--- config.mk ---
export PLATFORM = sky130hd
export DESIGN_NAME = seq_ring_gen
export DESIGN_NICKNAME = d
export VERILOG_FILES = /design/src/rtl/seq_ring_gen.sv
export SDC_FILE = /design/constraint.sdc
export NUM_CORES = 1
export LEC_CHECK = 0
export ABC_AREA = 1
export CAP_MARGIN = 20
export CORE_MARGIN = 5
export CORE_UTILIZATION = 50
export CTS_CLUSTER_DIAMETER = 200
export DETAILED_ROUTE_END_ITERATION = 8
export GPL_ROUTABILITY_DRIVEN = 0
export PLACE_DENSITY = 0.82
export SYNTH_ARGS = -nofsm -noshare
export SYNTH_HDL_FRONTEND = slang
export SYNTH_SLANG_ARGS = --single-unit
--- constraint.sdc ---
create_clock -name clk -period 2.28 [get_ports clk]
set_input_delay 0.228 -clock clk [delete_from_list [all_inputs] [get_ports clk]]
set_output_delay 0.228 -clock clk [all_outputs]
set_load 0.1 [all_outputs]
--- src/rtl/seq_ring_gen.sv ---
// One-hot instruction-cycle phase generator with run/halt/step control
// and a count of completed instruction cycles.
module seq_ring_gen #(
   parameter int NUM_PHASES = 7,
   parameter int PH_W       = 3,
   parameter int CNT_W      = 8
) (
   input  logic                  clk,
   input  logic                  rst,
   input  logic                  start,
   input  logic                  halt_req,
   input  logic                  early_end,
   input  logic                  step_en,
   input  logic                  step,
   output logic [NUM_PHASES-1:0] wseq,
   output logic [PH_W-1:0]       phase,
   output logic                  cycle_done,
   output logic                  running,
   output logic                  halted,
   output logic [CNT_W-1:0]      cycle_count
);

   localparam logic [1:0] S_IDLE = 2'd0;
   localparam logic [1:0] S_RUN  = 2'd1;
   localparam logic [1:0] S_HALT = 2'd2;

   localparam logic [PH_W-1:0] LAST_PH = PH_W'(NUM_PHASES - 1);

   logic [1:0] state;
   logic       halt_pending;
   logic       adv;
   logic       eoc;
   logic       do_halt;

   assign adv     = ~step_en | step;
   assign eoc     = adv & ((phase == LAST_PH) | early_end);
   assign do_halt = halt_req | halt_pending;

   always_ff @(posedge clk) begin
      if (rst) begin
         state        <= S_IDLE;
         wseq         <= '0;
         phase        <= '0;
         cycle_done   <= 1'b0;
         running      <= 1'b0;
         halted       <= 1'b0;
         cycle_count  <= '0;
         halt_pending <= 1'b0;
      end else begin
         cycle_done <= 1'b0;
         unique case (1'b1)
            (state == S_RUN): begin
               if (halt_req)
                  halt_pending <= 1'b1;
               if (eoc) begin
                  cycle_done  <= 1'b1;
                  cycle_count <= cycle_count + CNT_W'(1);
                  phase       <= '0;
                  if (do_halt) begin
                     // halt only ever lands on a cycle boundary
                     state        <= S_HALT;
                     wseq         <= '0;
                     running      <= 1'b0;
                     halted       <= 1'b1;
                     halt_pending <= 1'b0;
                  end else begin
                     wseq <= NUM_PHASES'(1);
                  end
               end else if (adv) begin
                  phase <= phase + PH_W'(1);
                  wseq  <= wseq << 1;
               end
            end
            (state == S_IDLE),
            (state == S_HALT): begin
               if (start) begin
                  state   <= S_RUN;
                  phase   <= '0;
                  wseq    <= NUM_PHASES'(1);
                  running <= 1'b1;
                  halted  <= 1'b0;
               end
            end
            default: begin
               state   <= S_IDLE;
               wseq    <= '0;
               phase   <= '0;
               running <= 1'b0;
               halted  <= 1'b0;
            end
         endcase
      end
   end

endmodule

== Yosys cells after proc, flatten, opt, wreduce, memory -nomap -nowiden ==
Index checks and enable logic that the tools add are counted.
Word-level totals
  bits in registers: 24
  bits of input ports: 7
  output and inout bits: 21
  logic and storage cells: 54
Cells by class
  add/subtract/negate cells: 2
  equal/unequal tests: 7
  multiplexer cells: 25
  bitwise logic cells: 6
  reductions and logical operators: 6
Operators by type and width (number)
  $mux W7: 3
  $pmux W7 S2: 1
  $mux W1: 11
  $mux W3: 3
  $add A8 B1 Y8 const B: 1
  $mux W2: 3
  $ne A2 B2 Y1 const B: 3
  $pmux W3 S2: 1
  $pmux W1 S2: 2
  $pmux W2 S2: 1
  $reduce_and A2 Y1: 2
  $reduce_or A2 Y1: 2
  $add A3 B1 Y3 const B: 1
  $eq A3 B3 Y1 const B: 1
  $ne A3 B3 Y1 const B: 1
  $or A1 B1 Y1: 3
  $reduce_and A3 Y1: 1
  $eq A2 B1 Y1 const B: 1
  $eq A2 B2 Y1 const B: 1
  $logic_not A2 Y1: 1
  $not A1 Y1: 2
  $and A1 B1 Y1: 1

== Longest topological paths before layout ==
  word-level depth: 5
  depth in mapped cells: 9
  gate-level depth less buffers: 9

== Worst setup path after synthesis ==
OpenSTA, ideal clock, no wires.
  path kind: flip-flop to flip-flop
  start: register phase[0]
  end: register phase[1]
  library setup time: 71 ps
  data arrival time: 2072 ps
  required time: 2209 ps
  path slack: 137 ps
  stages on the path, launching flop included: 9
  cell sequence: dfxtp_1 inv_1 ha_1 nand2_1 nand2_1 nand2_1 nand2_4 or2_0 a21oi_1
Between the ends
  cells in the longest elaborated chain, start to end: 5
RTL lines
  start: declaration: line 16  | output logic [PH_W-1:0] phase,
  start signal: assignment: line 70  | phase <= phase + PH_W'(1);
  branches (longest 5 deep; another with $add A3 B1 Y3)
Several ways; the timed one is not identified. The select of a mux whose other input is x is not followed.
A chain may end at the register's enable or synchronous reset.

== Final worst setup path ==
Same ends and word-level chain as after synthesis.

==> tab_implementation.tex <==
\begin{tabular}{lr}
\hline
Metric & Value \\
\hline
\multicolumn{2}{l}{\textbf{Die}} \\
Die Area & 0.00312 mm² \\
Core ar. & 0.00198 mm² \\
Row Count & 16 \\
X dimension of the die & 55.8 µm \\
Effective utilization at floorplan & 53.0\% \\
Height of the die & 55.8 µm \\
Number of top-level pins & 28 \\
\multicolumn{2}{l}{\textbf{Pwr}} \\
Relative contribution of the clock network to total power & 21.2\% \\
Cell-internal power & 0.548 mW \\
Net switching share of the total power & a little under two fifths \\
Sequential fraction of design power & between 50\% and 60\% \\
Worst vdd ir & 0.422 mV \\
Part of the power in combinational logic & 28.3\% \\
Leakage power figure & around 0.56 nW \\
Pwr dens & 659 mW/mm² \\
Switching Power & approximately 0.32 mW \\
\multicolumn{2}{l}{\textbf{Outcome}} \\
Outcome & complete, no violations \\
\multicolumn{2}{l}{\textbf{Route}} \\
Drt total wl & 2.17 mm \\
Remaining antenna violation count after routing & 0 \\
DR vias & 944 \\
Wire length per cell & 11.1 µm \\
\# DRC & 0 \\
Routed vias/inst & 4.84 \\
Number of detailed-routing iterations run before antenna repair & 3 \\
Initial DRC count & 14 \\
\multicolumn{2}{l}{\textbf{Clock network}} \\
Clk pin slew, worst setup/hold paths & around 120 ps \\
Largest buffer count on any clock path & 2 \\
Clock root buffer & sky130\_fd\_sc\_hd\_\_clkbuf\_4 \\
Cells resized by post-CTS repair & 0 \\
Post-CTS Setup Repair Bufs & 0 \\
Skew-Pair Late Insertion Delay & 300 ps \\
Number of levels in the clock H-tree & 1 \\
Clock sinks & 23 \\
Inserted Clock Buffers & 3 \\
Hold-fix buffer count after cts & 0 \\
CTS tree & done \\
\multicolumn{2}{l}{\textbf{Worst setup path}} \\
Critical Path Fanout Max & 5 \\
Startpoint types & flop \\
Critical Path Sink Type & flop \\
Worst path arrival time & 1760 ps \\
Standard cell with the maximum stage delay on the critical path & sky130\_fd\_sc\_hd\_\_dfxtp\_1 \\
Crit path required time & 2520 ps \\
Critical Path Most Common Cell & sky130\_fd\_sc\_hd\_\_nand2\_1 \\
Cell-by-cell trace of the critical path & inv\_1 > ha\_1 > nand2\_1 > nand2\_1 > nand2\_1 > nand2\_4 > or2\_0 > a21oi\_1 \\
Kind of critical path & flop to flop \\
Largest stage delay, worst path & 400 ps \\
\multicolumn{2}{l}{\textbf{Timing}} \\
Final Slew Violations & 0 \\
Worst slew slack as a fraction of its limit & 68.5\% \\
Number of setup violations in the final report & 0 \\
Setup clock skew after layout & roughly 4.5 ps \\
Minimum clock period & approximately 1500 ps \\
Final hold violation count & 0 \\
Sum Neg Setup Slack & 0 ps \\
Unrepaired setup endpoints after global routing & false \\
Period utilisation layout & 66.3\% \\
Slew at the pin closest to its max-slew limit & 472 ps \\
Top achievable clock speed & between 600 and 700 MHz \\
\multicolumn{2}{l}{\textbf{Layout}} \\
Antenna cell count & 0 \\
Post-layout instance count excluding filler cells & between 150 and 200 \\
Leading cell type in the layout, fill and taps excluded & sky130\_fd\_sc\_hd\_\_nand2\_1 \\
Final Net Count & 179 \\
Layout cells sized above 1 & 23.2\% \\
Synthesis-to-layout area growth & 25.9\% \\
Leading cell types in the layout, fill and taps excluded & sky130\_fd\_sc\_hd\_\_nand2\_1, sky130\_fd\_sc\_hd\_\_dfxtp\_1, sky130\_fd\_sc\_hd\_\_buf\_4, sky130\_fd\_sc\_hd\_\_nor2\_1, sky130\_fd\_sc\_hd\_\_a21oi\_1 \\
\multicolumn{2}{l}{\textbf{Logic synthesis}} \\
Synth top area share & 43.9\% \\
Cell area after synthesis & 0.00105 mm² \\
Sequential element share of the synthesized area & roughly 44\% \\
Top cells by area in the synthesized netlist & sky130\_fd\_sc\_hd\_\_dfxtp\_1, sky130\_fd\_sc\_hd\_\_nand2\_1, sky130\_fd\_sc\_hd\_\_a21oi\_1 \\
Count of distinct cell types in the synthesized netlist & 24 \\
Cell taking the most area after synthesis & sky130\_fd\_sc\_hd\_\_dfxtp\_1 \\
Synthesized area per cell & 7.61 µm² \\
Number of warnings printed during yosys synthesis & 0 \\
Number of standard cells after synthesis & 138 \\
Syn\_nets & 148 \\
Post-synthesis sequential element count & 23 \\
\multicolumn{2}{l}{\textbf{GRT}} \\
Aggregate global-route resource usage & 14.3\% \\
Initial antenna violation count & 0 \\
Via count of the first global-routing pass & 903 \\
Global-route wire length before repair & 3.69 mm \\
Largest net degree at the start of global routing & 14 \\
Global route total overflow & 0 \\
\multicolumn{2}{l}{\textbf{Placement}} \\
Port buffer count & 27 \\
DP HPWL & 1.68 mm \\
Count of placed standard cells including taps & 191 \\
\multicolumn{2}{l}{\textbf{Job}} \\
Max-cap viol count & 0 \\
\multicolumn{2}{l}{\textbf{Hold path}} \\
Worst hold path class & flop to flop \\
\hline
\end{tabular}
-- power by group through the flow --
stage | combinational, mW | sequential [mW] | clock [mW]
floorplan | 0.0975 | 0.547 | 0
global placement | 0.244 | 0.448 | 0
detailed placement | 0.247 | 0.449 | 0
CTS | 0.247 | 0.440 | 0.195
global route | 0.263 | 0.443 | 0.207
finish | 0.246 | 0.440 | 0.185
-- worst paths after layout --
kind / startpoint / end / slack [ps] / cells after the start
max: phase[0]$_SDFFE_PP0P_ / phase[1]$_SDFFE_PP0P_ / 770 / 8
min: running$_SDFFE_PP0P_ / running$_SDFFE_PP0P_ / 470 / 2
max reg2reg: phase[0]$_SDFFE_PP0P_ / phase[1]$_SDFFE_PP0P_ / 770 / 8
min reg2reg: running$_SDFFE_PP0P_ / running$_SDFFE_PP0P_ / 470 / 2
-- registers in the layout, indices dropped and copies added (netlist names) --
signal	count
cycle_count	8
wseq	7
phase	3
state	2
cycle_done	1
halt_pending	1
running	1
-- worst max-delay path: cells and delay by family, from the launching register on --
family / cells / cell delay [ps]
buf+inv: 1 / 70
simple gates: 5 / 670
fa+ha+maj: 1 / 190
compound gates: 1 / 110
flops: 1 / 400
-- per-layer routing --
metal | wire, µm | track usage, % | share of wire (%) | vias to the layer above
li1 | - | - | - | 512
met1 | 1000 | 17.7 | 46 | 411
met5 | 0 | 0 | 0 | -
met2 | 1040 | 24.0 | 48 | 19
met4 | 7 | 5.08 | 0.32 | 0
met3 | 115 | 3.48 | 5.3 | 2
-- layout make-up --
| type | count | area, µm² |
|---|---|---|
| inverter | 14 | 55.1 |
| clock buffer | 3 | 22.5 |
| multi-input combinational | 99 | 519 |
| fill | 178 | 661 |
| sequential | 23 | 460 |
| clock inverter | 1 | 5.00 |
| tap | 27 | 33.8 |
| timing repair buffer | 28 | 225 |
-- stage by stage --
step	area (µm²)	util [%]	hold slack (ps)	setup WS [ps]	total power, mW
floorplan	1050	-	297	137	0.645
global placement	1290	65.3	454	601	0.692
detailed placement	1290	65.3	456	550	0.695
CTS	1320	66.7	473	756	0.882
global route	1320	66.7	484	679	0.914
finish	1320	66.7	474	768	0.871
-- cell usage after synthesis --
cell and instances:
sky130_fd_sc_hd__a21oi_1 15, sky130_fd_sc_hd__buf_6 1, sky130_fd_sc_hd__clkbuf_1 1, sky130_fd_sc_hd__dfxtp_1 23
sky130_fd_sc_hd__ha_1 3, sky130_fd_sc_hd__inv_1 10, sky130_fd_sc_hd__inv_2 3, sky130_fd_sc_hd__inv_4 1
sky130_fd_sc_hd__nand2_1 29, sky130_fd_sc_hd__nand2_2 1, sky130_fd_sc_hd__nand2_4 1, sky130_fd_sc_hd__nand3_1 11
sky130_fd_sc_hd__nand3_4 1, sky130_fd_sc_hd__nand4_1 1, sky130_fd_sc_hd__nor2_1 16, sky130_fd_sc_hd__nor2_2 2
sky130_fd_sc_hd__nor2_4 3, sky130_fd_sc_hd__nor3_1 5, sky130_fd_sc_hd__nor3_2 1, sky130_fd_sc_hd__o211ai_1 2
sky130_fd_sc_hd__o21ai_0 3, sky130_fd_sc_hd__o21ai_1 3, sky130_fd_sc_hd__or2_0 1, sky130_fd_sc_hd__xor2_1 1
-- kinds of logic (layout without fill, tap and decap cells) --
| group | after synthesis | after routing | share of synthesized area [%] |
|---|---|---|---|
| adder cells (fa/ha/maj) | 3 | 3 | 3.58 |
| buffers and inverters | 16 | 46 | 6.67 |
| flip-flops | 23 | 23 | 43.9 |
| AO/OA/AOI/OAI | 23 | 23 | 11.4 |
| XOR/XNOR | 1 | 1 | 0.834 |
| AND/OR/NAND/NOR | 72 | 72 | 33.6 |
No activity file was read; power rests on OpenSTA's default activity.
